## config.mk

```make
export PLATFORM = sky130hd
export DESIGN_NAME = pcileech_tlps128_tx_arbiter
export DESIGN_NICKNAME = d
export VERILOG_FILES = /design/src/rtl/pcileech_tlps128_arb_pkg.sv /design/src/rtl/pcileech_tlps128_arb_pick.sv /design/src/rtl/pcileech_tlps128_tx_arbiter.sv
export SDC_FILE = /design/constraint.sdc
export NUM_CORES = 1
export LEC_CHECK = 0
export CORE_AREA = 8 8 305 307
export CTS_CLUSTER_DIAMETER = 200
export DETAILED_ROUTE_END_ITERATION = 6
export DIE_AREA = 0 0 313 315
export PLACE_DENSITY = 0.39
export SLEW_MARGIN = 20
export SYNTH_ARGS = -nofsm -noshare
export SYNTH_HDL_FRONTEND = slang
export SYNTH_SLANG_ARGS = --single-unit
```

## constraint.sdc

```tcl
create_clock -name clk_pcie -period 5 [get_ports clk_pcie]
set_clock_uncertainty 0.05 [all_clocks]
set_input_delay 0.5 -clock clk_pcie [delete_from_list [all_inputs] [get_ports clk_pcie]]
set_output_delay 0.5 -clock clk_pcie [all_outputs]
set_load 0.1 [all_outputs]
```

## src/rtl/pcileech_tlps128_arb_pkg.sv

```systemverilog
// Shared definitions for the 128-bit TLP transmit arbiter.
//   arb_state_t : arbiter FSM state (IDLE / BUSY)
//   GRANT_NONE  : grant index reported when no source owns the output
//   lowest_idx  : index of the lowest set bit of an 8-bit mask
//   rr_pick     : first set bit searching upward from ptr+1, wrapping at n
package pcileech_tlps128_arb_pkg;

    typedef enum logic {
        IDLE = 1'b0,
        BUSY = 1'b1
    } arb_state_t;

    localparam logic [3:0] GRANT_NONE = 4'hF;

    function automatic logic [3:0] lowest_idx(input logic [7:0] mask);
        logic [3:0] res;
        res = GRANT_NONE;
        for (int i = 7; i >= 0; i--) begin
            if (mask[i]) res = 4'(i);
        end
        return res;
    endfunction

    // Walk from the far end back towards ptr+1 so the last hit is the
    // closest one above ptr.
    function automatic logic [3:0] rr_pick(input logic [7:0] mask,
                                           input logic [2:0] ptr,
                                           input int         n);
        logic [3:0] res;
        int         idx;
        res = GRANT_NONE;
        for (int k = n; k >= 1; k--) begin
            idx = (int'(ptr) + k) % n;
            if (mask[idx[2:0]]) res = 4'(idx);
        end
        return res;
    endfunction

endpackage

```

## src/rtl/pcileech_tlps128_arb_pick.sv

```systemverilog
// Combinational grant selector: starved sources first, then the strict
// class, then round-robin among the remaining eligible sources.
//   eligible_i   : sources that may be granted now
//   strict_i     : strict-priority class membership
//   starve_cnt_i : per-source starvation counts, 8 bits each
//   rr_ptr_i     : last round-robin winner
//   valid_o      : some source wins
//   idx_o        : winning index (GRANT_NONE when !valid_o)
//   is_rr_o      : the win came from the round-robin stage
module pcileech_tlps128_arb_pick
    import pcileech_tlps128_arb_pkg::*;
#(
    parameter int NUM_IN       = 4,
    parameter int STARVE_LIMIT = 16
) (
    input  logic [NUM_IN-1:0]   eligible_i,
    input  logic [NUM_IN-1:0]   strict_i,
    input  logic [NUM_IN*8-1:0] starve_cnt_i,
    input  logic [2:0]          rr_ptr_i,
    output logic                valid_o,
    output logic [3:0]          idx_o,
    output logic                is_rr_o
);

    logic [NUM_IN-1:0] starved;
    logic [NUM_IN-1:0] strict_el;

    always_comb begin
        starved = '0;
        for (int i = 0; i < NUM_IN; i++) begin
            starved[i] = eligible_i[i] &&
                         (starve_cnt_i[i*8 +: 8] >= 8'(STARVE_LIMIT));
        end
        strict_el = eligible_i & strict_i;

        valid_o = |eligible_i;
        idx_o   = GRANT_NONE;
        is_rr_o = 1'b0;
        if (|starved) begin
            idx_o = lowest_idx(8'(starved));
        end else if (|strict_el) begin
            idx_o = lowest_idx(8'(strict_el));
        end else if (|eligible_i) begin
            idx_o   = rr_pick(8'(eligible_i), rr_ptr_i, NUM_IN);
            is_rr_o = 1'b1;
        end
    end

endmodule

```

## src/rtl/pcileech_tlps128_tx_arbiter.sv

```systemverilog
// Packet-atomic arbiter sharing the 128-bit TLP transmit stream between
// NUM_IN sources. A grant lasts from the first beat to the tlast beat;
// re-arbitration happens on the accepted tlast beat so packets run
// back-to-back.
//   clk_pcie, rst_n        : clock, async active-low reset (release synced)
//   in_*                   : per-source TLP-AXI streams (flattened buses)
//   out_*                  : muxed stream towards the PCIe core
//   out_has_data           : some enabled source holds a packet
//   cfg_enable, cfg_strict : per-source enable / strict-class membership
//   grant_id               : current owner, GRANT_NONE when idle
//   pkt_cnt                : per-source completed-packet counters (16 bit)
//   dbg_state              : FSM state
//
// Handshake: a beat moves when out_tvalid && out_tready; the granted
// source sees in_tready == out_tready in the same cycle, all others 0.
module pcileech_tlps128_tx_arbiter
    import pcileech_tlps128_arb_pkg::*;
#(
    parameter int NUM_IN       = 4,
    parameter int STARVE_LIMIT = 16
) (
    input  logic                  clk_pcie,
    input  logic                  rst_n,
    input  logic [NUM_IN-1:0]     in_has_data,
    input  logic [NUM_IN-1:0]     in_tvalid,
    input  logic [NUM_IN*128-1:0] in_tdata,
    input  logic [NUM_IN*4-1:0]   in_tkeepdw,
    input  logic [NUM_IN-1:0]     in_tlast,
    input  logic [NUM_IN*9-1:0]   in_tuser,
    output logic [NUM_IN-1:0]     in_tready,
    output logic [127:0]          out_tdata,
    output logic [3:0]            out_tkeepdw,
    output logic                  out_tlast,
    output logic [8:0]            out_tuser,
    output logic                  out_tvalid,
    input  logic                  out_tready,
    output logic                  out_has_data,
    input  logic [NUM_IN-1:0]     cfg_enable,
    input  logic [NUM_IN-1:0]     cfg_strict,
    output logic [3:0]            grant_id,
    output logic [NUM_IN*16-1:0]  pkt_cnt,
    output arb_state_t            dbg_state
);

    // Reset asserts asynchronously and releases on a clock edge.
    logic [1:0] rst_sync_q;
    logic       rst_int_n;

    always_ff @(posedge clk_pcie or negedge rst_n) begin
        if (!rst_n) rst_sync_q <= 2'b00;
        else        rst_sync_q <= {rst_sync_q[0], 1'b1};
    end
    assign rst_int_n = rst_sync_q[1];

    arb_state_t           state_q, state_d;
    logic [3:0]           grant_q, grant_d;
    logic [2:0]           rr_ptr_q, rr_ptr_d;
    logic [NUM_IN*8-1:0]  starve_q, starve_d;
    logic [NUM_IN*16-1:0] pkt_cnt_q, pkt_cnt_d;
    logic [NUM_IN-1:0]    eligible;
    logic                 last_acc;
    logic                 pick_valid, pick_is_rr;
    logic [3:0]           pick_idx;

    assign eligible     = in_has_data & cfg_enable;
    assign out_has_data = |eligible;

    // Output mux driven from the registered grant only.
    always_comb begin
        out_tdata   = '0;
        out_tkeepdw = '0;
        out_tlast   = 1'b0;
        out_tuser   = '0;
        out_tvalid  = 1'b0;
        in_tready   = '0;
        for (int i = 0; i < NUM_IN; i++) begin
            if (state_q == BUSY && grant_q == 4'(i)) begin
                out_tdata    = in_tdata[i*128 +: 128];
                out_tkeepdw  = in_tkeepdw[i*4 +: 4];
                out_tlast    = in_tlast[i];
                out_tuser    = in_tuser[i*9 +: 9];
                out_tvalid   = in_tvalid[i];
                in_tready[i] = out_tready;
            end
        end
    end

    assign last_acc = out_tvalid & out_tready & out_tlast;

    // Starvation and packet counters. The selector sees the post-completion
    // counts so a source reaching the limit on this completion wins now.
    always_comb begin
        starve_d  = starve_q;
        pkt_cnt_d = pkt_cnt_q;
        for (int i = 0; i < NUM_IN; i++) begin
            if (!eligible[i]) begin
                starve_d[i*8 +: 8] = 8'd0;
            end else if (last_acc) begin
                if (grant_q == 4'(i))
                    starve_d[i*8 +: 8] = 8'd0;
                else if (starve_q[i*8 +: 8] != 8'hFF)
                    starve_d[i*8 +: 8] = starve_q[i*8 +: 8] + 8'd1;
            end
            if (last_acc && grant_q == 4'(i))
                pkt_cnt_d[i*16 +: 16] = pkt_cnt_q[i*16 +: 16] + 16'd1;
        end
    end

    pcileech_tlps128_arb_pick #(
        .NUM_IN       (NUM_IN),
        .STARVE_LIMIT (STARVE_LIMIT)
    ) u_pick (
        .eligible_i   (eligible),
        .strict_i     (cfg_strict),
        .starve_cnt_i (starve_d),
        .rr_ptr_i     (rr_ptr_q),
        .valid_o      (pick_valid),
        .idx_o        (pick_idx),
        .is_rr_o      (pick_is_rr)
    );

    always_comb begin
        state_d  = state_q;
        grant_d  = grant_q;
        rr_ptr_d = rr_ptr_q;
        case (state_q)
            IDLE, BUSY: begin
                // Arbitrate while idle, or on the accepted last beat.
                if (state_q == IDLE || last_acc) begin
                    if (pick_valid) begin
                        state_d = BUSY;
                        grant_d = pick_idx;
                        if (pick_is_rr) rr_ptr_d = pick_idx[2:0];
                    end else begin
                        state_d = IDLE;
                        grant_d = GRANT_NONE;
                    end
                end
            end
            default: begin
                state_d = IDLE;
                grant_d = GRANT_NONE;
            end
        endcase
    end

    always_ff @(posedge clk_pcie or negedge rst_int_n) begin
        if (!rst_int_n) begin
            state_q   <= IDLE;
            grant_q   <= GRANT_NONE;
            rr_ptr_q  <= 3'(NUM_IN - 1);
            starve_q  <= '0;
            pkt_cnt_q <= '0;
        end else begin
            state_q   <= state_d;
            grant_q   <= grant_d;
            rr_ptr_q  <= rr_ptr_d;
            starve_q  <= starve_d;
            pkt_cnt_q <= pkt_cnt_d;
        end
    end

    assign grant_id  = grant_q;
    assign pkt_cnt   = pkt_cnt_q;
    assign dbg_state = state_q;

endmodule
```

# --- Word level (Yosys, flattened, before mapping) ---
# Cells that the tools add are included.
word_totals:
  input_bits: 587
  wordCells: 133
  output_inout_bits: 217
  reg_bits: 105
op_classes:
  n_eq_ne: 7
  magnitude_cmp: 8
  bitwise_logic: 9
  mux: 66
  reduce_logical: 22
  add_sub_neg: 12
ops:
  columns: ["operator", "n"]
  rows:
  - ["$mux 128", 4]
  - ["$mux 8", 16]
  - ["$mux 4", 19]
  - ["$add 16x1->16 const B", 4]
  - ["$mux 9", 4]
  - ["$add 8x1->8 const B", 4]
  - ["$ge 8x5->1 const B", 4]
  - ["$ne 8x8->1 const B", 4]
  - ["$mux 1", 19]
  - ["$lt 3x4->1 const B", 4]
  - ["$bmux 1 s3", 4]
  - ["$logic_and 1x1->1", 12]
  - ["$reduce_or 4->1", 3]
  - ["$and 4x4->4", 2]
  - ["$eq 4x2->1 const B", 2]
  - ["$reduce_or 2->1", 4]
  - ["$add 2x1->2 const B", 2]
  - ["$add 2x2->2 const B", 2]
  - ["$and 1x1->1 const A", 4]
  - ["$eq 4x1->1 const B", 1]
  - ["$logic_not 4->1", 1]
  - ["$reduce_and 3->1", 1]
  - ["$and 1x1->1", 2]
  - ["$logic_or 1x1->1", 1]
  - ["$not 1->1", 1]

# --- Depth between registers and ports, before layout ---
# Gate-level depths: netlist of the first run.
depth:
  ltp_word: 18
  depth_mapped: 12
  ltp_nobuf: 10

# --- Modules after synthesis ---
# A second synthesis of the first run with hierarchy kept.
unflattened:
  hier_cells: 1011
  area_unflattened_um2: 8270.4
by_module_without_submodules:
  columns: ["mod", "area_per_inst_um2", "seq_area_each_um2", "cells_each", "n_inst"]
  rows:
  - ["pcileech_tlps128_tx_arbiter", 8052.7, 2660.1, 980, 1]
  - ["pcileech_tlps128_arb_pick", 217.7, 0.0, 31, 1]

# --- Worst setup path after synthesis of the first run ---
# Ideal clock, no wire load.
synth_path:
  path_type: "register to output"
  startpoint: "register grant_q[0] (netlist: grant_id[0])"
  endpoint: "output port out_tdata[100]"
  path_buffers: 4
  slack_ns: 0.495
  required_time_ns: 4.450
  arrival_ns: 3.955
  path_stages_with_launch: 9
  cell_sequence: "dfstp_2 -> buf_2 -> nor3b_1 -> and2_1 -> clkbuf_1 -> clkbuf_1 -> clkbuf_1 -> a222oi_1 -> a21oi_1"
synth_between:
  elab_chain_cells: 6
  elab_cells_between_ends: 12
  classes_between: "3 x eq/ne; 4 x mux; 5 x reduce/logical"
synth_rtl:
  columns: ["element", "line_no", "source"]
  rows:
  - ["from (decl)", "pcileech_tlps128_tx_arbiter.sv:56", "logic [3:0] grant_q, grant_d;"]
  - ["from (signal assigned)", "pcileech_tlps128_tx_arbiter.sv:156", "grant_q <= grant_d;"]
  - ["$logic_not 4->1", "pcileech_tlps128_tx_arbiter.sv:77", "if (state_q == BUSY && grant_q == 4'(i)) begin"]
  - ["$logic_and 1x1->1", "pcileech_tlps128_tx_arbiter.sv:77", null]
  - ["$mux 128 (3 in series)", "pcileech_tlps128_tx_arbiter.sv:77", null]
  - ["$mux 128 *", "pcileech_tlps128_tx_arbiter.sv:77", null]
  - ["to (decl)", "pcileech_tlps128_tx_arbiter.sv:31", "output logic [127:0] out_tdata,"]
# Every way passes the cells marked *; elsewhere a longest branch is shown, timed or not.

# --- Final worst setup path of the first run ---
layout_path:
  startpoint: "register grant_q[0] (netlist: grant_id[0])"
  endpoint: "output port out_tdata[91]"
# The elaborated chain is that of the path after synthesis.

==> out/metrics.csv, run 1 <==
stage,metric,value,unit
grt,grt_max_degree,95,
sta,hold_ws,0.231,ns
pwr,p_per_area,784,nW/µm²
floorplanning,die_height,315,µm
clocking,cts_buffers,9,
setup_path,crit_start,grant_id[0]$_DFFE_PN1N_,
sta,fin_crit_sh,0.881,
grt,gr-total-overflow,0,
run_status,status,finished with violations,
placed_design,port-buffer-count,803,
grt,grt_pass1_vias,12790,
floorplanning,initial_utilization,0.0946,
synthesis,syn-instance-count,1030,
synthesis,netlist_area,8320,µm²
clocking,cts_resized,0,
finish,fill_cells,9818,
synthesis,ys_types,71,
pwr,cellLeakagePower,0.00674,µW
placed_design,dpl.hpwl,93.9,mm
placed_design,place_congestion,1.04,
setup_path,end_kind,primary output,
clocking,holdBufCountCts,0,
route,drc_errors,30,
clocking,htreeDepth,3,
synthesis,ys_seq_area_frac,0.314,
sta,fin_crit,4.41,ns
setup_path,cpPeakStageDelay,0.65,ns
route,wl,105,mm
route,drt_iter0_markers,1855,
synthesis,synthArstFlopShare,1.00,
grt,grt_pass1_wl,132,mm
setup_path,path_cells,"nor3b_1, and2_4, buf_12, a222oi_1, a21oi_1, buf_4",
clocking,clock_sinks,104,
grt,antenna_found_initial,78,
floorplanning,dieWidth,313,µm
clocking,clock_latency,0.37,ns
sta,setup_tns,0,ns
job,drv_cap,0,
setup_path,path_class,reg -> out,
setup_path,slowest_stage,dfstp_2,
synthesis,synth_flop_cell,dfrtp_1,
floorplanning,num_rows,109,
finish,drive_gt1_frac,0.119,
grt,grt_util_all_layers,0.201,
synthesis,synth_edf_count,0,
synthesis,yosysWarnings,0,
sta,hold_viol_final,0,
sta,finalSetupViolCount,0,
setup_path,r2r-start,grant_id[1]$_DFFE_PN1N_,
setup_path,rrSetupSlack,1.11,ns
setup_path,r2r_end,rr_ptr_q[1]$_DFFE_PN1P_,
route,vias,12856,
finish,syn_to_final_growth,113,%
synthesis,yosysMostFrequentCell,nor2_1,
synthesis,synth_common_cells,"176 x nor2_1, 144 x a21oi_1, 127 x a222oi_1, 99 x dfrtp_1, 82 x clkbuf_1",
synthesis,yosys.area.top_type,dfrtp_1,
sta,slew_headroom,0.0887,
route,wl_per_cell,35.4,µm
finish,nets,2368,
route,vias_per_cell,4.32,
sta,slew_violations,0,
floorplanning,io_pins,804,
synthesis,syn_area_per_cell,8.08,µm²
sta,rsz0062_at_grt,no,
min_path,hp-class,in -> async,
setup_path,rr_worst_depth,9,
pwr,ir_worst_vdd,605,µV
route,ant_nets,0,
clocking,tritoncts,done,
synthesis,synth_area_leaders,"dfrtp_1 30%, a222oi_1 15%, a21oi_1 8.7%",
sta,max_freq,0.227,GHz
finish,final_cells,2975,
synthesis,ys_seq_elements,104,
floorplanning,fp.dieArea,98600,µm²
setup_path,endpoint,out_tdata[91],
setup_path,cp_max_fo,94,
setup_path,arrival,3.86,ns
clocking,root_buffer,clkbuf_16,
setup_path,worstSetupStartpointType,register,
clocking,clockBufferDepth,2,
setup_path,worstPathRequired,4.45,ns
route,first_pass_iters,7,
clocking,cts_setup_buffers,0,
clocking,cts.reportedPaths.clkPinSlew,0.08,ns
placed_design,dp_cells,2927,
synthesis,synth_top_area_share,0.298,
synthesis,syn_nets,1625,
floorplanning,core,88000,µm²
sta,tightest_slew,1.37,ns
run_status,violations,DRC,
finish,fin_util,0.201,
[final cells by class]
| cell class | count | area, µm² | area share |
|---|---|---|---|
| repair buffers | 825 | 7900 | 0.446 |
| multi-input cells | 825 | 5310 | 0.300 |
| flip-flops and latches | 104 | 2610 | 0.148 |
| well taps | 1165 | 1460 | 0.0823 |
| clock buffers | 10 | 239 | 0.0135 |
| diodes | 32 | 80.1 | 0.00452 |
| clock inverters | 6 | 72.6 | 0.00410 |
| inverters | 8 | 30.0 | 0.00170 |
[worst max-delay path, delay by kind of cell (launching register included)]
family / cells / cell delay (ns)
AO/OA/AOI/OAI: 2 / 0.82
flip-flops: 1 / 0.65
buffers and inverters: 2 / 0.86
AND/OR/NAND/NOR: 2 / 1.01
[power breakdown]
group	total (µW)	internal [µW]	switching, µW	leakage, µW
registers	970	889	80.6	0.00142
logic	12100	2220	9930	0.00516
clock network	775	410	365	0.000156
total	13900	3510	10400	0.00674
[through the flow]
| step | power, µW | area [µm²] | worst slack (ns) |
|---|---|---|---|
| finish | 13900 | 17700 | 0.593 |
| global route | 14300 | 17700 | 0.395 |
| detailed placement | 13200 | 17300 | 0.960 |
| CTS | 14000 | 17600 | 0.681 |
| global placement | 13200 | 17300 | 0.944 |
| floorplan | 8880 | 8320 | 0.495 |
[cells in the final DEF, fill, tap and decap left out, types with 11 or more instances in the layout]
cell and n:
nor2_1 176, a222oi_1 127, diode_2 32, xnor2_1 44
a21oi_1 144, o21ai_0 13, nand4_1 28, a22oi_1 29
dfrtp_1 98, buf_4 156, clkdlybuf4s50_1 660, nand3_1 30
and3_1 17, xor2_1 26, nand2_1 63, nor3_1 11
[metal layers]
layer | global-route usage | wire length (µm) | vias up | share of wire
li1 | - | - | 5550 | -
met1 | 0.249 | 43300 | 6256 | 0.41
met2 | 0.318 | 47700 | 875 | 0.45
met3 | 0.0918 | 12200 | 141 | 0.12
met4 | 0.0473 | 1900 | 34 | 0.018
met5 | 0 | 233 | - | 0.0022
[sequential cells by signal (all words and copies together) (netlist names)]
name,cells
dbg_state,1
pkt_cnt,64
rr_ptr_q,2
grant_id,3
rst_sync_q,2
starve_q,32
[how the worst min path moves through the flow]
stage / start / endpoint
floorplan: rst_n / rst_sync_q[0]$_DFF_PN0_
global placement: rst_sync_q[0]$_DFF_PN0_ / rst_sync_q[1]$_DFF_PN0_
detailed placement: rst_sync_q[0]$_DFF_PN0_ / rst_sync_q[1]$_DFF_PN0_
CTS: rst_n / rst_sync_q[1]$_DFF_PN0_
global route: rst_n / rst_sync_q[1]$_DFF_PN0_
finish: rst_n / rst_sync_q[1]$_DFF_PN0_
[logic make-up after synthesis]
group,count (synthesis),share of synthesized area
AO/OA/AOI/OAI,359,0.322
XOR/XNOR,70,0.0737
adder cells (fa/ha/maj),8,0.0120
buffers and inverters,101,0.0501
flip-flops,104,0.314
multiplexers,15,0.0189
other,1,0.000451
AND/OR/NAND/NOR,372,0.210
No activity file was read; power rests on OpenSTA's default activity.
==> inputs of run 2 (changes only) <==
--- a/config.mk
+++ b/config.mk
@@ -5,6 +5,7 @@
 export SDC_FILE = /design/constraint.sdc
 export NUM_CORES = 1
 export LEC_CHECK = 0
+export CAP_MARGIN = 30
 export CORE_AREA = 8 8 305 307
 export CTS_CLUSTER_DIAMETER = 200
 export DETAILED_ROUTE_END_ITERATION = 6
==> run 2 against run 1 <==
Against the previous run: final area rose by 1.1%; routed wire length about the same; flip-flop and latch count unchanged; setup slack got worse by 0.032 ns; sequential power fell by 0.6%; the flow still finishes with violations (DRC); critical path type unchanged; global-route usage barely moved; total power grew 0.33%.
==> out/metrics.csv, run 2 (synthesized netlist as in run 1, its figures left out) <==
stage,metric,value,unit,change
clocking,cts_resized,0,,unchanged
setup_path,cp_max_fo,94,,unchanged
finish,layout_commonest_cell,clkdlybuf4s50_1,,
route,first_pass_iters,7,,unchanged
setup_path,rr_worst_depth,9,,unchanged
route,drc_errors,29,,-3.3%
clocking,clock_latency,0.38,ns,about the same
setup_path,worstPathRequired,4.45,ns,about the same
route,vias_per_cell,4.34,,+0.35%
clocking,clock_sinks,104,,unchanged
grt,grt_pass1_vias,12879,,+0.70%
floorplanning,dieWidth,313,µm,unchanged
sta,slew_headroom,0.180,,+0.0915
clocking,holdBufCountCts,0,,unchanged
sta,setup_tns,0,ns,unchanged
sta,max_freq,0.225,GHz,-0.72%
floorplanning,num_rows,109,,unchanged
sta,rsz0062_at_grt,no,,
clocking,htreeDepth,3,,unchanged
floorplanning,initial_utilization,0.0946,,unchanged
setup_path,cpLargestDelayFamily,simple AND/OR/NAND/NOR gates,,
setup_path,worstSetupStartpointType,register,,
clocking,cts.reportedPaths.clkPinSlew,0.08,ns,about the same
route,wl,105,mm,about the same
setup_path,endpoint,out_tdata[91],,
clocking,cts_buffers,9,,unchanged
route,ant_nets,0,,unchanged
route,drt_iter0_markers,1873,,+0.97%
floorplanning,fp.dieArea,98600,µm²,unchanged
finish,largest_reg_flops,64,,unchanged
setup_path,crit_buf_inv,2,,unchanged
setup_path,r2r_end,rr_ptr_q[1]$_DFFE_PN1P_,,
finish,fin_util,0.203,,+0.00215
placed_design,dpl.hpwl,93.8,mm,about the same
finish,final_cells,2986,,+0.37%
setup_path,cp.depth,6,,unchanged
setup_path,arrival,3.89,ns,+0.03 ns
run_status,status,finished with violations,,
clocking,root_buffer,clkbuf_16,,
clocking,tritoncts,done,,
sta,hold_viol_final,0,,unchanged
sta,slew_violations,0,,unchanged
setup_path,rrSetupSlack,1.07,ns,-0.04 ns
floorplanning,die_height,315,µm,unchanged
clocking,clockBufferDepth,2,,unchanged
setup_path,crit_start,grant_id[0]$_DFFE_PN1N_,,
pwr,ir_worst_vdd,599,µV,-0.99%
setup_path,end_kind,primary output,,
finish,drive_gt1_frac,0.122,,+0.00290
pwr,p_per_area,779,nW/µm²,-0.73%
route,vias,12949,,+0.72%
floorplanning,io_pins,804,,unchanged
job,drv_cap,0,,unchanged
finish,final_cell_mix,"660 x clkdlybuf4s50_1, 176 x nor2_1, 156 x buf_4",,
min_path,hp-class,reg -> async,,
run_status,violations,DRC,,
setup_path,cpPeakStageDelay,0.65,ns,about the same
grt,grt_max_degree,95,,unchanged
pwr,cellLeakagePower,0.00681,µW,+1.1%
grt,antenna_found_initial,76,,-2.6%
setup_path,slowest_stage,dfstp_2,,
placed_design,place_congestion,1.04,,unchanged
placed_design,port-buffer-count,803,,unchanged
placed_design,dp_cells,2933,,+0.20%
setup_path,r2r-start,grant_id[1]$_DFFE_PN1N_,,
sta,fin_crit,4.44,ns,+0.0318 ns
sta,fin_crit_sh,0.888,,+0.00636
grt,grt_pass1_wl,133,mm,+0.20%
sta,tightest_slew,1.23,ns,-0.137 ns
clocking,cts_setup_buffers,0,,unchanged
finish,nets,2375,,+0.30%
setup_path,path_class,reg -> out,,
finish,syn_to_final_growth,115,%,
grt,gr-total-overflow,0,,unchanged
sta,finalSetupViolCount,0,,unchanged
route,wl_per_cell,35.3,µm,-0.29%
floorplanning,core,88000,µm²,unchanged
setup_path,path_cells,"nor3b_1, and2_4, buf_12, a222oi_1, a21oi_1, buf_4",,
grt,grt_util_all_layers,0.201,,-0.000229
run 2: final cells by class:
class,instances,area (µm²)
flip-flops and latches,104,2610
clock buffers,10,229
well taps,1165,1460
repair buffers,832,8090
multi-input cells,825,5310
fillers,9771,70100
diodes,36,90.1
inverters,8,30.0
clock inverters,6,68.8
run 2: worst min-delay path by stage:
stage | from | endpoint
after global routing | rst_sync_q[1]$_DFF_PN0_ | pkt_cnt[4]$_DFFE_PN0P_
final | rst_sync_q[1]$_DFF_PN0_ | pkt_cnt[4]$_DFFE_PN0P_
after detailed placement | rst_sync_q[0]$_DFF_PN0_ | rst_sync_q[1]$_DFF_PN0_
after CTS | rst_n | rst_sync_q[1]$_DFF_PN0_
after floorplan | rst_n | rst_sync_q[0]$_DFF_PN0_
after global placement | rst_sync_q[0]$_DFF_PN0_ | rst_sync_q[1]$_DFF_PN0_
run 2: routing by layer:
metal / track usage / share of wire
met5: 0 / 0.0013
met4: 0.0421 / 0.019
met3: 0.0845 / 0.11
met2: 0.318 / 0.45
met1: 0.254 / 0.42
run 2: metrics by stage:
step | power, µW | instance area [µm²] | worst slack, ns | hold WS, ns
finish | 13900 | 17900 | 0.562 | 0.164
global route | 14300 | 17800 | 0.491 | 0.195
CTS | 14000 | 17800 | 0.685 | 0.206
detailed placement | 13200 | 17500 | 0.945 | 0.286
global placement | 13200 | 17300 | 0.944 | 0.289
floorplan | 8880 | 8320 | 0.495 | 0.154
run 2: where the power goes:
group	internal [µW]	switching, µW	total (µW)
clock	392	365	757
combinational	2270	9950	12200
sequential	889	74.7	964
